## config.mk

```make
export PLATFORM = sky130hd
export DESIGN_NAME = dm_sba_xfer
export DESIGN_NICKNAME = d
export VERILOG_FILES = /design/src/rtl/dm_sba_xfer.sv
export SDC_FILE = /design/constraint.sdc
export NUM_CORES = 1
export LEC_CHECK = 0
export BUFFER_PORTS_ARGS = -buffer_cell sky130_fd_sc_hd__clkbuf_2
export CAP_MARGIN = 40
export CORE_MARGIN = 4
export CORE_UTILIZATION = 40
export CTS_BUF_LIST = sky130_fd_sc_hd__clkbuf_4 sky130_fd_sc_hd__clkbuf_8
export DETAILED_ROUTE_END_ITERATION = 10
export GPL_TIMING_DRIVEN = 0
export PLACE_DENSITY = 0.71
export SYNTH_ARGS = -nofsm -noshare
export SYNTH_HDL_FRONTEND = slang
export SYNTH_SLANG_ARGS = --single-unit
```

## constraint.sdc

```tcl
create_clock -name clk_i -period 2.9 [get_ports clk_i]
set_input_delay 0.58 -clock clk_i [delete_from_list [all_inputs] [get_ports clk_i]]
set_output_delay 0.58 -clock clk_i [all_outputs]
set_load 0.02 [all_outputs]
```

## src/rtl/dm_sba_xfer.sv

```systemverilog
// System bus access engine for the debug module: turns sbaddress/sbdata CSR
// activity into single bus transactions with lane steering, size/alignment
// checks, bus error reporting and a per-transaction timeout.
module dm_sba_xfer #(
  parameter int BusWidth      = 32,
  parameter int TimeoutCycles = 1024
) (
  input  logic                  clk_i,
  input  logic                  rst_i,
  input  logic                  dmactive_i,
  input  logic [BusWidth-1:0]   sbaddress_i,
  input  logic                  sbaddress_write_valid_i,
  input  logic                  sbreadonaddr_i,
  input  logic                  sbreadondata_i,
  input  logic                  sbautoincrement_i,
  input  logic [2:0]            sbaccess_i,
  input  logic [BusWidth-1:0]   sbdata_i,
  input  logic                  sbdata_write_valid_i,
  input  logic                  sbdata_read_valid_i,
  output logic [BusWidth-1:0]   sbaddress_o,
  output logic [BusWidth-1:0]   sbdata_o,
  output logic                  sbdata_valid_o,
  output logic                  sbbusy_o,
  output logic                  sberror_valid_o,
  output logic [2:0]            sberror_o,
  output logic                  sbbusyerror_o,
  output logic                  master_req_o,
  output logic [BusWidth-1:0]   master_add_o,
  output logic                  master_we_o,
  output logic [BusWidth-1:0]   master_wdata_o,
  output logic [BusWidth/8-1:0] master_be_o,
  input  logic                  master_gnt_i,
  input  logic                  master_r_valid_i,
  input  logic [BusWidth-1:0]   master_r_rdata_i,
  input  logic                  master_err_i
);

  localparam int BeW  = BusWidth / 8;
  localparam int OffW = $clog2(BeW);
  localparam int CntW = (TimeoutCycles < 2) ? 1 : $clog2(TimeoutCycles);

  typedef enum logic [1:0] {IDLE, REQ, WAIT} state_e;

  // Access size code to number of bytes (codes above 3 never reach the bus)
  function automatic logic [3:0] size_bytes(input logic [2:0] acc);
    case (acc)
      3'd0:    size_bytes = 4'd1;
      3'd1:    size_bytes = 4'd2;
      3'd2:    size_bytes = 4'd4;
      default: size_bytes = 4'd8;
    endcase
  endfunction

  state_e              state_q, state_d;
  logic [CntW-1:0]     cnt_q, cnt_d;
  logic [BusWidth-1:0] sbaddress_q, sbaddress_d;
  logic [BusWidth-1:0] sbdata_q, sbdata_d;
  logic                sbdata_valid_q, sbdata_valid_d;
  logic                sberror_valid_q, sberror_valid_d;
  logic [2:0]          sberror_q, sberror_d;
  logic                sbbusyerror_q, sbbusyerror_d;
  logic [BusWidth-1:0] add_q, add_d;
  logic                we_q, we_d;
  logic [BusWidth-1:0] wdata_q, wdata_d;
  logic [BeW-1:0]      be_q, be_d;
  logic [OffW-1:0]     off_q, off_d;
  logic [2:0]          acc_q, acc_d;
  logic                autoinc_q, autoinc_d;

  logic                wr_trig, rd_trig, any_trig;
  logic [BusWidth-1:0] eff_addr;
  logic [3:0]          req_bytes, cur_bytes;
  logic [OffW-1:0]     req_off;
  logic                size_ok, aligned, timeout_hit;
  logic [15:0]         mask_wide;
  logic [BeW-1:0]      lane_mask;
  logic [BusWidth-1:0] rdata_mask;

  // Next-state, transaction capture, completion and error handling
  always_comb begin
    state_d         = state_q;
    cnt_d           = cnt_q;
    sbaddress_d     = sbaddress_q;
    sbdata_d        = sbdata_q;
    sbdata_valid_d  = 1'b0;
    sberror_valid_d = 1'b0;
    sberror_d       = sberror_q;
    sbbusyerror_d   = 1'b0;
    add_d           = add_q;
    we_d            = we_q;
    wdata_d         = wdata_q;
    be_d            = be_q;
    off_d           = off_q;
    acc_d           = acc_q;
    autoinc_d       = autoinc_q;

    wr_trig     = sbdata_write_valid_i;
    rd_trig     = (sbaddress_write_valid_i & sbreadonaddr_i) |
                  (sbdata_read_valid_i & sbreadondata_i);
    any_trig    = wr_trig | rd_trig;
    eff_addr    = sbaddress_write_valid_i ? sbaddress_i : sbaddress_q;
    req_bytes   = size_bytes(sbaccess_i);
    req_off     = eff_addr[OffW-1:0];
    size_ok     = (sbaccess_i <= 3'd3) && ((32'd8 << sbaccess_i) <= BusWidth);
    aligned     = (req_off & OffW'(req_bytes - 4'd1)) == '0;
    mask_wide   = (16'h1 << req_bytes) - 16'h1;
    lane_mask   = mask_wide[BeW-1:0];
    cur_bytes   = size_bytes(acc_q);
    rdata_mask  = ~({BusWidth{1'b1}} << {cur_bytes, 3'b000});
    timeout_hit = (TimeoutCycles != 0) && (cnt_q == CntW'(TimeoutCycles - 1));

    case (state_q)
      IDLE: begin
        cnt_d = '0;
        if (dmactive_i) begin
          if (sbaddress_write_valid_i) sbaddress_d = sbaddress_i;
          if (any_trig) begin
            if (!size_ok) begin
              sberror_valid_d = 1'b1;
              sberror_d       = 3'd4;
            end else if (!aligned) begin
              sberror_valid_d = 1'b1;
              sberror_d       = 3'd3;
            end else begin
              state_d   = REQ;
              add_d     = {eff_addr[BusWidth-1:OffW], {OffW{1'b0}}};
              we_d      = wr_trig;
              wdata_d   = sbdata_i << {req_off, 3'b000};
              be_d      = lane_mask << req_off;
              off_d     = req_off;
              acc_d     = sbaccess_i;
              autoinc_d = sbautoincrement_i;
            end
          end
        end
      end
      default: begin
        if (!dmactive_i) begin
          state_d = IDLE;
          cnt_d   = '0;
        end else begin
          if (any_trig || sbaddress_write_valid_i) sbbusyerror_d = 1'b1;
          cnt_d = cnt_q + CntW'(1);
          if (state_q == WAIT && master_r_valid_i) begin
            state_d = IDLE;
            cnt_d   = '0;
            if (master_err_i) begin
              sberror_valid_d = 1'b1;
              sberror_d       = 3'd2;
            end else begin
              if (!we_q) begin
                sbdata_d       = (master_r_rdata_i >> {off_q, 3'b000}) & rdata_mask;
                sbdata_valid_d = 1'b1;
              end
              if (autoinc_q) sbaddress_d = sbaddress_q + BusWidth'(cur_bytes);
            end
          end else if (timeout_hit) begin
            state_d         = IDLE;
            cnt_d           = '0;
            sberror_valid_d = 1'b1;
            sberror_d       = 3'd1;
          end else if (state_q == REQ && master_gnt_i) begin
            state_d = WAIT;
          end
        end
      end
    endcase
  end

  // State and register update with synchronous reset
  always_ff @(posedge clk_i) begin
    if (rst_i) begin
      state_q         <= IDLE;
      cnt_q           <= '0;
      sbaddress_q     <= '0;
      sbdata_q        <= '0;
      sbdata_valid_q  <= 1'b0;
      sberror_valid_q <= 1'b0;
      sberror_q       <= '0;
      sbbusyerror_q   <= 1'b0;
      add_q           <= '0;
      we_q            <= 1'b0;
      wdata_q         <= '0;
      be_q            <= '0;
      off_q           <= '0;
      acc_q           <= '0;
      autoinc_q       <= 1'b0;
    end else begin
      state_q         <= state_d;
      cnt_q           <= cnt_d;
      sbaddress_q     <= sbaddress_d;
      sbdata_q        <= sbdata_d;
      sbdata_valid_q  <= sbdata_valid_d;
      sberror_valid_q <= sberror_valid_d;
      sberror_q       <= sberror_d;
      sbbusyerror_q   <= sbbusyerror_d;
      add_q           <= add_d;
      we_q            <= we_d;
      wdata_q         <= wdata_d;
      be_q            <= be_d;
      off_q           <= off_d;
      acc_q           <= acc_d;
      autoinc_q       <= autoinc_d;
    end
  end

  assign sbaddress_o     = sbaddress_q;
  assign sbdata_o        = sbdata_q;
  assign sbdata_valid_o  = sbdata_valid_q;
  assign sbbusy_o        = (state_q != IDLE);
  assign sberror_valid_o = sberror_valid_q;
  assign sberror_o       = sberror_q;
  assign sbbusyerror_o   = sbbusyerror_q;
  assign master_req_o    = (state_q == REQ);
  assign master_add_o    = add_q;
  assign master_we_o     = we_q;
  assign master_wdata_o  = wdata_q;
  assign master_be_o     = be_q;

endmodule

```

==> results.py, run 1 <==
metrics = {
    "timing": {
        "setup_ws_ns": 0.122,
        "slew_violations": 0,
        "finalCritPeriodShare_pct": 95.8,
        "period_needed_ns": 2.78,
        "fin_skew_ns": 0.0138,
        "setup_viol": 0,
        "timing.hold.ws_ns": 0.366,
        "maxSlewHeadroom_pct": 39.5,
        "max_freq_mhz": 360,
        "hold_viol_final": 0,
        "tightest_slew_ns": 0.900,
        "rsz0062_at_grt": "no",
    },
    "die": {
        "coreArea_um2": 19500,
        "ioPinCount": 252,
        "fp.dieArea_um2": 22100,
        "start_util_pct": 40.8,
        "rows": 51,
        "die_w_um": 149,
        "die_y_um": 149,
    },
    "finish": {
        "n_antenna_cell": 0,
        "finish.net_count": 1344,
        "ff_latch_area_um2": 3100,
        "nFillCells": 1913,
        "multi_input_area_um2": 4460,
        "area_delta_synth_final_pct": 24.7,
        "drive_gt1_share_pct": 26.7,
    },
    "synth": {
        "synth-seq-cells": 155,
        "synthFlopType": "dfxtp_1",
        "synth_area_um2": 7930,
        "netlist.top_cell.by_area": "dfxtp_1",
        "synth_top_cell_area_share_pct": 39.1,
        "syn_inst": 955,
        "synth_edf_count": 0,
        "ys_async_sr_fraction_pct": 0,
        "ys_seq_area_share_pct": 39.1,
        "yosys_warnings": 0,
        "synth_area_per_cell_um2": 8.31,
        "synth_area_leaders": "dfxtp_1 (39%), mux2i_1 (7.4%), nand2_1 (6.5%)",
        "yosysUniqueCellTypes": 74,
    },
    "placed_design": {
        "hpwl_um": 22100,
        "routabilityCongestion": 0.980,
        "io_buffers": 247,
        "pre_cts_slack_ns": -0.194,
    },
    "grt": {
        "grt_usage_pct": 25.5,
        "grt_max_degree": 17,
        "grt_pass1_wl_um": 44800,
        "grt_pass1_vias": 8176,
        "grt_overflow": 0,
        "antenna_found_initial": 0,
    },
    "detailed_routing": {
        "firstDrtPassIters": 7,
        "drcViolationCount": 0,
        "wl_per_cell_um": 19.3,
        "first_iter_violations": 736,
        "drtAntennaViolNets": 0,
        "via_per_inst": 5.68,
        "routed-via-count": 8535,
        "drt-total-wl_um": 28900,
    },
    "cts": {
        "cts.path.max_buffers": 2,
        "clk_latency_ns": 0.47,
        "cts_buffers": 17,
        "cts_tree": "built",
        "clkSlewWorstSetupHoldPaths_ns": 0.10,
        "clockRootBuffer": "clkbuf_8",
        "cts_hold_buf": 0,
        "htree_levels": 4,
        "cts_sinks": 155,
    },
    "setup_path": {
        "cp.arrival_ns": 2.20,
        "crit_type": "register to primary output",
        "crit_fanout": 10,
        "cp-end-kind": "primary output",
        "worstSetupStartpointType": "register",
        "required_ns": 2.32,
    },
    "min_path": {
        "hp-class": "input port to register",
    },
    "power": {
        "p_total_mw": 4.74,
        "p_leak_nw": 4.16,
        "irDropWorstVdd_mv": 0.313,
        "p_per_area_nw_per_um2": 479,
    },
    "run": {
        "drv_cap": 0,
    },
    "run_status": {
        "status": "completed",
    },
}
-- critical path, stage by stage (launching register included) --
cell	delay, ns
dfxtp_1	0.31
buf_2	0.22
nor2_4	0.11
inv_1	0.20
buf_2	0.31
buf_2	0.35
clkbuf_2	0.23
-- flip-flops by register name (all words and copies together), names as in the netlist, 2 cells and up --
signal / count
off_q: 2
acc_q: 3
master_add_o: 30
master_wdata_o: 32
state_q: 2
master_be_o: 4
cnt_q: 10
sberror_o: 3
sbdata_o: 32
sbaddress_o: 32
-- routing by layer --
layer	track usage (%)	wire length, um
met5	0	0
met4	9.43	911
met3	6.26	2820
met2	40.3	13100
met1	34.1	12100
-- Yosys cell counts (12+ instances only) --
master / number
inv_1: 16
nand3_1: 47
buf_2: 15
mux2i_1: 59
a22o_1: 23
a211oi_1: 45
and3_1: 12
o21ai_0: 27
o211ai_1: 14
dfxtp_1: 155
nor3_1: 28
clkbuf_1: 41
or3_1: 14
nand4_1: 12
a21oi_1: 82
nor2_1: 78
nand2_1: 138
-- metrics by stage --
stage / cell area [um2] / TNS (ns) / cells / util, %
global placement: 9500 / -0.464 / 1468 / 48.8
global route: 9890 / 0 / 1502 / 50.8
CTS: 9880 / 0 / 1501 / 50.8
finish: 9890 / 0 / 1502 / 50.8
detailed placement: 9510 / -0.737 / 1469 / 48.9
floorplan: 7940 / 0 / 956 / -
-- cell type report --
class	count	share of cell area, %
multi-input combinational	715	45.1
sequential	155	31.4
timing repair buffer	249	12.6
tap	265	3.35
buffer	69	3.31
clock buffer	18	2.44
clock inverter	14	1.19
inverter	17	0.645
-- kinds of logic (layout without fill, tap and decap cells) --
group / count (synthesis) / count (layout) / synth area share (%)
AO/OA/AOI/OAI: 258 / 258 / 22.4
XOR/XNOR: 11 / 11 / 1.21
adder cells (fa/ha/maj): 9 / 9 / 1.51
other: 2 / 3 / 0.0947
flip-flops: 155 / 155 / 39.1
buffers and inverters: 86 / 367 / 4.92
AND/OR/NAND/NOR: 365 / 365 / 21.8
multiplexers: 69 / 69 / 8.91
-- worst paths after layout --
| kind | startpoint | to | slack, ns | cells after the start |
|---|---|---|---|---|
| max | state_q[0]$_SDFFE_PP0P_ | sbbusy_o | 0.12 | 6 |
| min | sbautoincrement_i | autoinc_q$_SDFFE_PP0P_ | 0.37 | 3 |
| max reg2reg | acc_q[2]$_SDFFE_PP0P_ | sbaddress_o[28]$_SDFFE_PP0P_ | 0.18 | 10 |
| min reg2reg | master_wdata_o[0]$_SDFFE_PP0P_ | master_wdata_o[0]$_SDFFE_PP0P_ | 0.46 | 2 |
-- power by group --
group	switching, mW	leakage, nW	internal, mW
clock network	0.914	0.176	0.619
registers	0.0885	1.26	2.21
logic	0.583	2.73	0.323
total	1.59	4.16	3.15
-- placed cells by master, fill, tap and decap left out, types with 4 or more instances in the layout --
cell,instances
and3_1,12
ha_1,8
buf_2,17
mux2i_1,59
nand2_1,138
inv_1,16
nand3b_1,4
dfxtp_1,155
xor2_1,4
clkbuf_1,41
or3_1,14
clkbuf_2,247
a21oi_1,82
clkbuf_8,17
o211ai_1,14
buf_4,8
nand3_1,47
o22ai_1,5
xnor2_1,7
nor3_1,27
a22o_1,23
o21ai_0,27
nor2_1,78
a22oi_1,5
nand2b_1,4
o31ai_1,6
nand4_1,12
o221ai_1,9
clkinv_4,6
a211oi_1,45
nor2b_1,4
mux2_2,9
a31oi_1,4
nor4_1,4
-- repair_timing --
action | 4_1_cts | 5_1_grt
endpoints found under the setup margin | 3 | 2
buffers inserted | 0 | 1
gates resized for setup | 3 | 1
No activity file was read; power rests on OpenSTA's default activity.
==> run 2, diff against run 1 <==
--- a/config.mk
+++ b/config.mk
@@ -8,11 +8,12 @@
 export BUFFER_PORTS_ARGS = -buffer_cell sky130_fd_sc_hd__clkbuf_2
 export CAP_MARGIN = 40
 export CORE_MARGIN = 4
-export CORE_UTILIZATION = 40
+export CORE_UTILIZATION = 38
 export CTS_BUF_LIST = sky130_fd_sc_hd__clkbuf_4 sky130_fd_sc_hd__clkbuf_8
 export DETAILED_ROUTE_END_ITERATION = 10
 export GPL_TIMING_DRIVEN = 0
-export PLACE_DENSITY = 0.71
+export PLACE_DENSITY = 0.68
+export SLEW_MARGIN = 20
 export SYNTH_ARGS = -nofsm -noshare
 export SYNTH_HDL_FRONTEND = slang
 export SYNTH_SLANG_ARGS = --single-unit
==> run 2 against run 1 <==
Sequential share of layout area shrank 0.34 points. Cell area increased by 1.1%. Largest cell class unchanged. Core utilization down 1.7 points. Setup slack improved by 0.035 ns. Sequential power is essentially flat. Largest power group unchanged. Die area grew 5.0%. Clock power is 23% higher. Clock skew hardly changed. Critical endpoint unchanged. Power up 7.4%.
==> results.py, run 2 (same netlist as run 1, synthesis figures left out) <==
metrics = {
    "die": {
        "die_w_um": 152,
        "rows": 52,
        "die_y_um": 152,
        "fp.dieArea_um2": 23200,
        "coreArea_um2": 20400,
        "ioPinCount": 252,
        "start_util_pct": 38.9,
    },
    "placed_design": {
        "dp_cells": 1474,
        "postPlaceCellArea_um2": 9510,
        "routabilityCongestion": 0.945,
        "hpwl_um": 22300,
        "io_buffers": 247,
        "pre_cts_slack_ns": -0.169,
    },
    "power": {
        "comb_power_share_pct": 17.9,
        "clkPwrFrac_pct": 36.9,
        "sequentialPowerShare_pct": 45.2,
        "internal_power_mw": 3.54,
        "p_per_area_nw_per_um2": 509,
        "switching_share_pct": 30.5,
        "p_leak_nw": 4.22,
        "netSwitchingPower_mw": 1.55,
        "p_total_mw": 5.09,
        "irDropWorstVdd_mv": 0.267,
    },
    "finish": {
        "finish.net_count": 1345,
        "nFillCells": 2060,
        "fin_area_um2": 10000,
        "final_cells": 1508,
        "final_util_pct": 49.1,
        "drive_gt1_share_pct": 26.8,
        "n_antenna_cell": 0,
        "layout_common_cells": "clkbuf_2 (247), dfxtp_1 (155), nand2_1 (138), a21oi_1 (82), nor2_1 (78)",
        "layout_commonest_cell": "clkbuf_2",
        "area_delta_synth_final_pct": 26.1,
    },
    "setup_path": {
        "slowest_stage": "dfxtp_1",
        "required_ns": 2.32,
        "cp.arrival_ns": 2.16,
        "crit_family": "buffers and inverters",
        "crit_type": "register to primary output",
        "cpPeakStageDelay_ns": 0.51,
        "crit_fanout": 10,
        "cp-end-kind": "primary output",
        "crit_chain": "nor2_4, inv_1, buf_2, clkbuf_4, clkbuf_2",
        "worstSetupStartpointType": "register",
        "critPathBufInv": 4,
    },
    "detailed_routing": {
        "firstDrtPassIters": 6,
        "drtAntennaViolNets": 0,
        "wl_per_cell_um": 19.6,
        "drt-total-wl_um": 29500,
        "via_per_inst": 5.65,
        "drcViolationCount": 0,
        "routed-via-count": 8516,
        "first_iter_violations": 788,
    },
    "timing": {
        "finalCritPeriodShare_pct": 94.6,
        "slew_violations": 0,
        "rsz0062_at_grt": "no",
        "setup_viol": 0,
        "fin_skew_ns": 0.0141,
        "tightest_slew_ns": 0.782,
        "maxSlewHeadroom_pct": 46.4,
        "hold_viol_final": 0,
        "timing.hold.ws_ns": 0.365,
        "period_needed_ns": 2.74,
        "max_freq_mhz": 365,
        "setup_ws_ns": 0.158,
        "setup_tns_ns": 0,
    },
    "grt": {
        "grt_pass1_vias": 8164,
        "grt_usage_pct": 24.5,
        "antenna_found_initial": 0,
        "grt_max_degree": 17,
        "grt_pass1_wl_um": 45700,
        "grt_overflow": 0,
    },
    "cts": {
        "cts_tree": "built",
        "clk_latency_ns": 0.47,
        "cts_sinks": 155,
        "clkSlewWorstSetupHoldPaths_ns": 0.08,
        "clockRootBuffer": "clkbuf_8",
        "htree_levels": 4,
        "cts.path.max_buffers": 2,
        "cts_hold_buf": 0,
        "cts_buffers": 17,
    },
    "run_status": {
        "status": "completed",
    },
    "min_path": {
        "hp-class": "input port to register",
    },
    "run": {
        "drv_cap": 0,
    },
}
==> run 2: cell count changes in the layout (fill, tap and decap cells not counted) <==
| cell | delta |
|---|---|
| nor3_4 | -1 |
| o31a_2 | +1 |
| clkbuf_8 | +2 |
| o31a_1 | -1 |
| buf_4 | +1 |
| inv_6 | -1 |
| clkinvlp_4 | -3 |
| clkinv_4 | -1 |
| bufinv_16 | +4 |
| inv_8 | -1 |
| nor3_2 | +1 |
| clkbuf_4 | +1 |
| buf_2 | -1 |
==> run 2: area by class of cell <==
| class | instances | area, um2 | share of cell area, % |
|---|---|---|---|
| multi-input cells | 715 | 4450 | 44.5 |
| flip-flops and latches | 155 | 3100 | 31.0 |
| repair buffers | 250 | 1260 | 12.6 |
| well taps | 270 | 338 | 3.38 |
| plain buffers | 69 | 330 | 3.30 |
| clock buffers | 20 | 269 | 2.69 |
| clock inverters | 12 | 186 | 1.86 |
| inverters | 17 | 63.8 | 0.638 |
==> run 2: power groups by stage <==
stage	logic [mW]	registers, mW	clock network [mW]
global route	0.990	2.31	2.00
floorplan	0.457	2.43	0
global placement	0.892	2.34	0
detailed placement	0.900	2.35	0
CTS	0.904	2.30	1.90
finish	0.911	2.30	1.88
==> run 2: per-layer routing <==
layer  track usage (%)  part of all wire, %
met2              39.0                   46
met5                 0                    0
met1              32.3                   42
met3              5.48                  8.8
met4              9.80                  3.2
==> run 2: final timing paths <==
path | end | cells after the start | from | slack, ns
worst max-delay path | sbbusy_o | 5 | state_q[1]$_SDFFE_PP0P_ | 0.16
worst min-delay path | sbdata_o[27]$_SDFFE_PP0P_ | 2 | master_r_rdata_i[27] | 0.37
worst max register to register | master_wdata_o[19]$_SDFFE_PP0P_ | 8 | state_q[0]$_SDFFE_PP0P_ | 0.18
worst min register to register | master_wdata_o[0]$_SDFFE_PP0P_ | 2 | master_wdata_o[0]$_SDFFE_PP0P_ | 0.45
==> run 2: worst reg2reg max path: cells and delay by family (launching register included) <==
family	cells	cell delay (ns)
AND/OR/NAND/NOR	3	0.83
AO/OA/AOI/OAI	2	0.74
buffers and inverters	3	0.71
flip-flops	1	0.31
==> run 2: what timing repair did <==
| item | in CTS | in global routing |
|---|---|---|
| buffers inserted | 0 | 2 |
| setup endpoints to repair | 3 | 3 |
| pin swaps | 0 | 1 |
| gates resized for setup | 3 | 2 |
| endpoints found under the hold margin | 0 | 0 |
==> run 3, diff against run 2 <==
--- a/config.mk
+++ b/config.mk
@@ -13,7 +13,6 @@
 export DETAILED_ROUTE_END_ITERATION = 10
 export GPL_TIMING_DRIVEN = 0
 export PLACE_DENSITY = 0.68
-export SLEW_MARGIN = 20
 export SYNTH_ARGS = -nofsm -noshare
 export SYNTH_HDL_FRONTEND = slang
 export SYNTH_SLANG_ARGS = --single-unit
==> constraint.sdc (replaced) <==
create_clock -name clk_i -period 2.9 [get_ports clk_i]
set_input_delay 0.29 -clock clk_i [delete_from_list [all_inputs] [get_ports clk_i]]
set_output_delay 0.29 -clock clk_i [all_outputs]
set_load 0.02 [all_outputs]
==> run 3 against run 2 <==
Count of clock-buffer cells in the layout unchanged. Setup slack worse by 0.0014 ns. Maximum frequency about the same. Global-route usage down 0.20 points. Die area stayed put.
==> results.py, run 3 (same netlist as run 1, synthesis figures left out) <==
metrics = {
    "run_status": {
        "status": "completed",
    },
    "timing": {
        "hold_viol_final": 0,
        "timing.hold.ws_ns": 0.0776,
        "setup_tns_ns": 0,
        "maxSlewHeadroom_pct": 44.0,
        "tightest_slew_ns": 0.817,
        "rsz0062_at_grt": "no",
        "fin_skew_ns": 0.0113,
        "setup_viol": 0,
        "slew_violations": 0,
        "max_freq_mhz": 364,
        "finalCritPeriodShare_pct": 94.6,
        "period_needed_ns": 2.74,
    },
    "cts": {
        "clockRootBuffer": "clkbuf_8",
        "clk_latency_ns": 0.46,
        "clkSlewWorstSetupHoldPaths_ns": 0.09,
        "cts_sinks": 155,
        "htree_levels": 4,
        "cts_tree": "built",
        "cts.path.max_buffers": 2,
        "cts_hold_buf": 0,
        "cts_buffers": 17,
    },
    "finish": {
        "area_delta_synth_final_pct": 25.8,
        "finish.net_count": 1343,
        "fin_area_um2": 9980,
        "final_util_pct": 49.0,
        "final_cells": 1506,
        "layout_common_cells": "clkbuf_2 (248), dfxtp_1 (155), nand2_1 (138), a21oi_1 (82), nor2_1 (78)",
        "n_antenna_cell": 0,
        "layout_commonest_cell": "clkbuf_2",
        "drive_gt1_share_pct": 26.7,
    },
    "grt": {
        "antenna_found_initial": 0,
        "grt_max_degree": 17,
        "grt_pass1_vias": 8290,
        "grt_usage_pct": 24.3,
        "grt_pass1_wl_um": 45600,
        "grt_overflow": 0,
    },
    "min_path": {
        "min_path_cells": 2,
        "hp-start": "master_r_rdata_i[27]",
        "hp-class": "input port to register",
        "min_to": "sbdata_o[27]$_SDFFE_PP0P_",
    },
    "detailed_routing": {
        "first_iter_violations": 788,
        "firstDrtPassIters": 5,
        "wl_per_cell_um": 19.5,
        "drtAntennaViolNets": 0,
        "routed-via-count": 8573,
        "drcViolationCount": 0,
        "drt-total-wl_um": 29300,
        "via_per_inst": 5.69,
    },
    "setup_path": {
        "reg2reg_depth": 9,
        "r2r-start": "acc_q[2]$_SDFFE_PP0P_",
        "required_ns": 3.29,
        "r2r_slack_ns": 0.16,
        "worst_r2r_endpoint": "sbaddress_o[28]$_SDFFE_PP0P_",
        "cp.arrival_ns": 3.14,
        "worstSetupStartpointType": "register",
        "crit_type": "register to register",
        "crit_fanout": 9,
        "cp-end-kind": "register",
    },
    "placed_design": {
        "io_buffers": 247,
        "postPlaceCellArea_um2": 9510,
        "hpwl_um": 22400,
        "dp_cells": 1474,
        "routabilityCongestion": 0.945,
    },
    "die": {
        "die_w_um": 152,
        "die_y_um": 152,
        "rows": 52,
        "ioPinCount": 252,
        "fp.dieArea_um2": 23200,
        "coreArea_um2": 20400,
        "start_util_pct": 38.9,
    },
    "power": {
        "irDropWorstVdd_mv": 0.260,
        "p_per_area_nw_per_um2": 510,
        "p_leak_nw": 4.21,
    },
    "run": {
        "drv_cap": 0,
    },
}
run 3: worst max path at each step:
stage                           from                      endpoint  slack, ns  cells past startpoint
2_1_floorplan  acc_q[2]$_SDFFE_PP0P_  sbaddress_o[28]$_SDFFE_PP0P_       0.45                      9
3_3_place_gp   acc_q[2]$_SDFFE_PP0P_  sbaddress_o[28]$_SDFFE_PP0P_      -0.03                      9
3_5_place_dp   acc_q[2]$_SDFFE_PP0P_  sbaddress_o[28]$_SDFFE_PP0P_      -0.07                      9
4_1_cts        acc_q[2]$_SDFFE_PP0P_  sbaddress_o[28]$_SDFFE_PP0P_       0.05                      9
5_1_grt        acc_q[2]$_SDFFE_PP0P_  sbaddress_o[28]$_SDFFE_PP0P_      0.008                      9
6_report       acc_q[2]$_SDFFE_PP0P_  sbaddress_o[28]$_SDFFE_PP0P_       0.16                      9
run 3: metrics by stage:
| step | worst slack, ns | total power [mW] |
|---|---|---|
| finish | 0.156 | 5.09 |
| global route | 0.00823 | 5.28 |
| CTS | 0.0507 | 5.09 |
| detailed placement | -0.0703 | 3.25 |
| global placement | -0.0302 | 3.24 |
| floorplan | 0.454 | 2.88 |
run 3: layer usage:
layer / up-vias / global-route usage [%] / share of wire [%]
met5: - / 0 / 0
met4: 0 / 9.67 / 3.2
met3: 73 / 5.68 / 8.7
met2: 404 / 38.9 / 46
met1: 4054 / 31.7 / 42
li1: 4042 / - / -
run 3: report_power, final:
| part | switching, mW | internal [mW] | leakage (nW) | total, mW |
|---|---|---|---|---|
| Sequential | 0.0867 | 2.21 | 1.26 | 2.30 |
| Combinational | 0.588 | 0.323 | 2.72 | 0.911 |
| Clock | 0.871 | 1.00 | 0.231 | 1.88 |
| Total | 1.55 | 3.54 | 4.21 | 5.09 |
run 3: layout make-up:
class                   instances  area, um2
plain buffers                  69        328
clock buffers                  20        269
clock inverters                12        186
fillers                      2057      10400
inverters                      17       63.8
multi-input cells             715       4450
flip-flops and latches        155       3100
well taps                     270        338
repair buffers                248       1240
run 3: what timing repair did:
action | in CTS | in global routing
resized for setup | 1 | 3
endpoints found under the setup margin | 2 | 4
setup buffers | 0 | 0
run 3: worst max-delay path, cell delays in order, from the launching register on:
cell and delay, ns:
dfxtp_1 0.36, nor3_2 0.31, ha_1 0.24, inv_1 0.06, fa_1 0.42, nor2b_1 0.22, o31a_2 0.30, nand4_1 0.14
or4_1 0.50, a21oi_1 0.14
